[src/rtl/seq_mag_comparator.sv]
// seq_mag_comparator: start/busy/done magnitude comparator scanning two bits per cycle from the MSB pair down.
// Defining CMP_EARLY_EXIT_EN ends the scan at the first unequal chunk; otherwise all W/2 chunks are always walked.
module seq_mag_comparator #(
    parameter int W = 8
) (
    input  logic         clk,
    input  logic         rst_n,
    input  logic         start,
    input  logic [W-1:0] a,
    input  logic [W-1:0] b,
    input  logic         sgn,
    output logic         busy,
    output logic         done,
    output logic         gt,
    output logic         eq,
    output logic         lt
);
    localparam int N  = W / 2;
    localparam int IW = N > 1 ? $clog2(N) : 1;
    localparam logic [1:0] IDLE = 2'd0, RUN = 2'd1, DN = 2'd2;
`ifdef CMP_EARLY_EXIT_EN
    localparam bit EARLY = 1'b1;
`else
    localparam bit EARLY = 1'b0;
`endif
    logic [1:0]    state;
    logic [W-1:0]  ra, rb;
    logic [IW-1:0] idx;
    logic          pg, pl;
    logic [1:0]    ca, cb;
    logic          cg, cl, ng, nl, last;
    always_comb begin
        ca   = ra[{idx, 1'b0} +: 2];
        cb   = rb[{idx, 1'b0} +: 2];
        cg   = ca > cb;
        cl   = ca < cb;
        ng   = pg | (!pl & cg);
        nl   = pl | (!pg & cl);
        last = (idx == '0) || (EARLY && (cg || cl));
    end
    assign busy = state == RUN;
    assign done = state == DN;
    // pg/pl hold the first difference seen so later chunks cannot override it
    always_ff @(posedge clk or negedge rst_n) begin
        if (!rst_n) begin
            state <= IDLE;
            ra    <= '0;
            rb    <= '0;
            idx   <= '0;
            pg    <= 1'b0;
            pl    <= 1'b0;
            gt    <= 1'b0;
            eq    <= 1'b0;
            lt    <= 1'b0;
        end else if (start && state != RUN) begin
            state <= RUN;
            ra    <= a ^ {sgn, {(W-1){1'b0}}};
            rb    <= b ^ {sgn, {(W-1){1'b0}}};
            idx   <= IW'(N - 1);
            pg    <= 1'b0;
            pl    <= 1'b0;
            gt    <= 1'b0;
            eq    <= 1'b0;
            lt    <= 1'b0;
        end else if (state == RUN) begin
            if (last) begin
                state <= DN;
                gt    <= ng;
                lt    <= nl;
                eq    <= !ng && !nl;
            end else begin
                idx <= idx - 1'b1;
                pg  <= ng;
                pl  <= nl;
            end
        end else begin
            state <= IDLE;
        end
    end
endmodule

[config.mk]
export PLATFORM = sky130hd
export DESIGN_NAME = seq_mag_comparator
export DESIGN_NICKNAME = d
export VERILOG_FILES = /design/src/rtl/seq_mag_comparator.sv
export SDC_FILE = /design/constraint.sdc
export NUM_CORES = 1
export LEC_CHECK = 0
export CAP_MARGIN = 5
export CORE_MARGIN = 8
export CORE_UTILIZATION = 50
export DETAILED_ROUTE_END_ITERATION = 8
export PLACE_DENSITY = 0.78
export SLEW_MARGIN = 20
export SYNTH_ARGS = -nofsm -noshare
export SYNTH_HDL_FRONTEND = slang
export SYNTH_SLANG_ARGS = --single-unit
[constraint.sdc]
create_clock -name clk -period 2.69 [get_ports clk]
set_clock_uncertainty 0.15 [all_clocks]
set_input_delay 0.269 -clock clk [delete_from_list [all_inputs] [get_ports clk]]
set_output_delay 0.269 -clock clk [all_outputs]
set_load 0.05 [all_outputs]
==> results of run 1 <==
## layer usage
layer  wire length [um]  track usage (%)
met5                  0                0
met4                 19             5.18
met3                143             3.23
met2               1140             18.8
met1                973             13.0
## sequential cells by signal, summed over array words and instances, names as in the netlist
name   count
state      2
ra         8
pl         1
gt         1
eq         1
idx        2
lt         1
rb         8
pg         1
## synth_stat cells (all sizes together)
cell     instances
a211oi           2
a21oi            8
a311oi           1
a31o             1
buf              3
dfrtp           25
ha               3
inv              9
mux2            14
mux2i            1
mux4             4
nand2            1
nand2b           1
nand3b           1
nand4bb          1
nor2             2
nor2b            3
nor3             2
nor3b            1
o21ai            3
o31a             1
o32ai            1
xnor2            2
## worst max-delay path: cells and delay by family, from the launching register on
family / cells / cell delay [ns]
AND/OR/NAND/NOR: 1 / 0.36
flip-flops: 1 / 0.42
buffers and inverters: 2 / 0.97
## metrics by stage
step / total power [mW] / instances / utilization [%]
CTS: 1.83 / 146 / 62.4
global route: 1.95 / 146 / 62.4
floorplan: 1.46 / 90 / -
detailed placement: 1.68 / 142 / 61.3
global placement: 1.61 / 142 / 61.3
finish: 1.82 / 146 / 62.4
## logic make-up (layout without fill, tap and decap cells)
| group | count (synthesis) | in the layout | share of synthesized area [%] |
|---|---|---|---|
| and+or+nand+nor | 12 | 12 | 7.23 |
| xor gates and xnor gates | 2 | 2 | 1.43 |
| muxes | 19 | 19 | 22.5 |
| adders and majority gates | 3 | 3 | 3.06 |
| DFF | 25 | 25 | 50.9 |
| AOI/OAI and AO/OA | 17 | 17 | 8.55 |
| buffers and inverters | 12 | 38 | 6.31 |
## power groups by stage
stage          logic, mW  clock network, mW  registers [mW]
4_1_cts            0.973              0.166           0.696
3_5_place_dp       0.973                  0           0.703
3_3_place_gp       0.923                  0           0.691
2_1_floorplan      0.770                  0           0.691
6_report           0.963              0.158           0.698
5_1_grt             1.05              0.182           0.716
## path summary, 6_finish.rpt
kind / from / to / cells after the start
worst max-delay path: state[1] / busy / 3
worst min-delay path: rst_n / rb[5] / 2
min in group clk: ra[0] / ra[0] / 1
max in group asynchronous: rst_n / ra[0] / 2
worst max register to register: idx[0] / gt / 5
worst min register to register: ra[0] / ra[0] / 1
## area by class of cell
class                   instances  area share, %
flip-flops and latches         25           41.6
multi-input cells              53           34.9
repair buffers                 25           16.5
inverters                       9           2.75
well taps                      30           2.50
clock buffers                   4           1.75
==> flow_summary.ini, run 1 <==
[critical_path]
crit_type = reg -> out
crit_fanout = 8
cpPeakStageDelay_ns = 0.81
required_ns = 2.27
startpoint_type = flop
r2r_slack_ns = 0.45
end_kind = output port
crit_slowest_cell = clkdlybuf4s50_1
cp.arrival_ns = 2.07
crit_chain = nand2b_1 > inv_8 > clkdlybuf4s50_1

[logic_synthesis]
netlist_top_cells_area = dfrtp_1 (51%), mux2_2 (8.2%), mux4_2 (7.3%)
yosys.area.top_type = dfrtp_1
synth_top_area_share_pct = 50.9
yosysSeqAreaShare_pct = 50.9
synth_warnings = 0
ys_types = 28
synth_fp_nets = 113
synthCells = 90
synth.ff_latch_count = 25
synth_area_mm2 = 0.00123
syn_avg_cell_area_um2 = 13.7

[timing]
setup_slack_ns = 0.205
tns_ns = 0
max_slew.worst_pin.slew_ns = 0.584
setup_viol = 0
fmax_mhz = 402
maxSlewHeadroom_pct = 61.0
grt_setup_unrepaired = no
min_period_ns = 2.49
drv_slew = 0
fin_crit_sh_pct = 92.4
holdWs_ns = 0.158
hold_viol = 0

[placement]
dp_hpwl_um = 1810
dpl_worst_slack_ns = 0.471
io_buffers = 24
dpl-instance-area_mm2 = 0.00148
routabilityCongestion = 0.763

[global_routing]
grt_pass1_wl_um = 3880
grt_pass1_vias = 900
grt_max_degree = 26
grt_antenna_before_repair = 0
grt_use_total_pct = 11.3
grt_overflow = 0

[clocking]
clockBufferDepth = 2
tritoncts = done
root_buffer = clkbuf_4
cts-resized-gates = 0
cts_buffers = 3
clock_latency_ns = 0.31
post-cts-setup-buffer-count = 0
cts.sinks = 25
clkTransAtPathRegs_ns = 0.12
ctsHoldBuffers = 0
htree_levels = 1

[final_layout]
multi_input_area_um2 = 526
final_area_mm2 = 0.00150
final_common_cell = dfrtp_1
nets = 140
antenna_cells = 0
drive_gt1_share_pct = 21.6
fillers = 200
area_growth_syn_to_layout_pct = 22.4
layout_common_cells = dfrtp_1 (25), clkdlybuf4s50_1 (24), mux2_2 (9)
seqCellArea_um2 = 626

[routing]
route.detailed.drc = 0
routed_wl_um = 2280
dr.pass1.iters = 4
wl_per_cell_um = 15.6
detail-route-antenna-nets = 0
routed_via_density = 5.38
num_vias = 786
drtIter0Drc = 32

[die]
die-width_um = 65.6
start_util_pct = 51.0
top_level_ports = 25
die_h_um = 65.6
core_mm2 = 0.00241
rows = 18
die-area_mm2 = 0.00430

[pwr]
swShare_pct = 39.1
p_int_mw = 1.11
ir_drop_v = 0.000763
power_density_mw_per_mm2 = 1210
p_comb_share_pct = 53.0
p_switching_uw = 711
power.share.sequential_pct = 38.4
p_clk_share_pct = 8.7
p_leak_nw = 0.656

[run]
cap_violations = 0

[hold_path]
hp-class = in -> async

[outcome]
status = finished, final reports clean
(Power assumes the default switching activity.)
==> run 2: changes to the inputs <==
--- a/config.mk
+++ b/config.mk
@@ -5,7 +5,9 @@
 export SDC_FILE = /design/constraint.sdc
 export NUM_CORES = 1
 export LEC_CHECK = 0
+export ABC_CLOCK_PERIOD_IN_PS = 2690
 export CAP_MARGIN = 5
+export CORE_ASPECT_RATIO = 0.9
 export CORE_MARGIN = 8
 export CORE_UTILIZATION = 50
 export DETAILED_ROUTE_END_ITERATION = 8
==> run 2 against run 1 <==
Count of clock-buffer cells in the layout is the same. Global-route usage grew 0.60 points. Power shrank 0.33%. Sequential power shrank 1%. Worst hold slack lost 0.0090 ns. Design area shrank 0.17%. Fmax grew 1.5%.
==> flow_summary.ini, run 2 (same netlist as run 1, synthesis figures left out) <==
[pwr]
p_int_mw = 1.10
p_comb_share_pct = 53.1
power_density_mw_per_mm2 = 1210
p_clk_share_pct = 8.9
ir_drop_v = 0.000862
power_mw = 1.81
p_leak_nw = 0.656
swShare_pct = 39.0
power.share.sequential_pct = 38.0
p_switching_uw = 707

[timing]
holdWs_ns = 0.149
hold_viol = 0
min_period_ns = 2.45
max_slew.worst_pin.slew_ns = 0.652
drv_slew = 0
setup_viol = 0
maxSlewHeadroom_pct = 56.4
tns_ns = 0
fin_crit_sh_pct = 91.0
fmax_mhz = 409
grt_setup_unrepaired = no

[clocking]
clock_latency_ns = 0.31
clockBufferDepth = 2
ctsHoldBuffers = 0
htree_levels = 1
tritoncts = done
post-cts-setup-buffer-count = 0
cts.sinks = 25
clkTransAtPathRegs_ns = 0.13
root_buffer = clkbuf_4
cts_buffers = 3
cts-resized-gates = 0

[placement]
dp_hpwl_um = 1820
routabilityCongestion = 0.862
io_buffers = 24

[run]
cap_violations = 0

[critical_path]
regToRegEndpoint = pl
crit_slowest_cell = clkdlybuf4s50_1
cpPeakStageDelay_ns = 0.81
crit_chain = nand2b_1 > inv_8 > clkdlybuf4s50_1
crit_fanout = 8
startpoint_type = flop
crit_type = reg -> out
r2r-start = idx[0]
end_kind = output port
r2r_slack_ns = 0.36
required_ns = 2.27
cp.arrival_ns = 2.03
r2r_cells = 5
startpoint = state[1]

[routing]
num_vias = 788
drtIter0Drc = 24
route.detailed.drc = 0
detail-route-antenna-nets = 0
routed_wl_um = 2290
dr.pass1.iters = 2
routed_via_density = 5.47
wl_per_cell_um = 15.9

[die]
die-width_um = 68.3
top_level_ports = 25
die-area_mm2 = 0.00430
start_util_pct = 51.6
core_mm2 = 0.00238
rows = 17
die_h_um = 63.0

[final_layout]
nets = 140
antenna_cells = 0
fin_util_pct = 63.0
final_common_cell = dfrtp_1
largestRegisters = ra (8), rb (8)
drive_gt1_share_pct = 21.6
layout_common_cells = dfrtp_1 (25), clkdlybuf4s50_1 (24), mux2_2 (9)
area_growth_syn_to_layout_pct = 22.2
fillers = 213

[global_routing]
grt_overflow = 0
grt_pass1_wl_um = 4020
grt_antenna_before_repair = 0
grt_max_degree = 26
grt_pass1_vias = 888
grt_use_total_pct = 11.9

[hold_path]
hp-class = in -> async

[outcome]
status = finished, final reports clean
==> run 2: stage by stage <==
step / cells / area (um2) / setup slack (ns)
final: 144 / 1500 / 0.242
after global routing: 144 / 1500 / 0.149
after CTS: 144 / 1500 / 0.228
after detailed placement: 140 / 1480 / 0.356
after global placement: 140 / 1480 / 0.543
after floorplan: 90 / 1230 / 0.626
==> run 2: layout make-up <==
type	count	area, um2	area share (%)
Multi-Input combinational cell	53	526	35.0
Tap cell	28	35.0	2.33
Sequential cell	25	626	41.7
Inverter	9	41.3	2.75
Clock buffer	4	26.3	1.75
Timing Repair Buffer	25	248	16.5
==> run 2: critical path, delay by kind of cell, from the launching register on <==
family                 cells  cell delay, ns
buffers and inverters      2            0.97
flip-flops                 1            0.41
AND/OR/NAND/NOR            1            0.34
==> run 2: worst max-delay path by stage <==
stage / endpoint / slack [ns]
global placement: pl / 0.54
detailed placement: pl / 0.36
CTS: busy / 0.23
global route: busy / 0.15
floorplan: pl / 0.63
finish: busy / 0.24
==> run 2: power groups by stage <==
| stage | clock, mW | sequential [mW] | combinational [mW] |
|---|---|---|---|
| after floorplan | 0 | 0.691 | 0.770 |
| after global placement | 0 | 0.689 | 0.921 |
| after detailed placement | 0 | 0.699 | 0.977 |
| after CTS | 0.167 | 0.691 | 0.977 |
| after global routing | 0.187 | 0.719 | 1.05 |
| final | 0.161 | 0.688 | 0.962 |
==> run 2: routing by layer <==
metal / vias up / share of wire [%] / GRT usage (%)
met3: 6 / 6.1 / 3.94
met1: 387 / 45 / 15.1
met4: 0 / 1.4 / 3.84
met5: - / 0 / 0
met2: 22 / 47 / 18.2
li1: 373 / - / -
==> run 3: changes to the inputs <==
--- a/config.mk
+++ b/config.mk
@@ -16,3 +16,4 @@
 export SYNTH_ARGS = -nofsm -noshare
 export SYNTH_HDL_FRONTEND = slang
 export SYNTH_SLANG_ARGS = --single-unit
+export TNS_END_PERCENT = 20
==> results of run 3 <==
The final DEF is identical to that of run 2; final timing and power are the same.
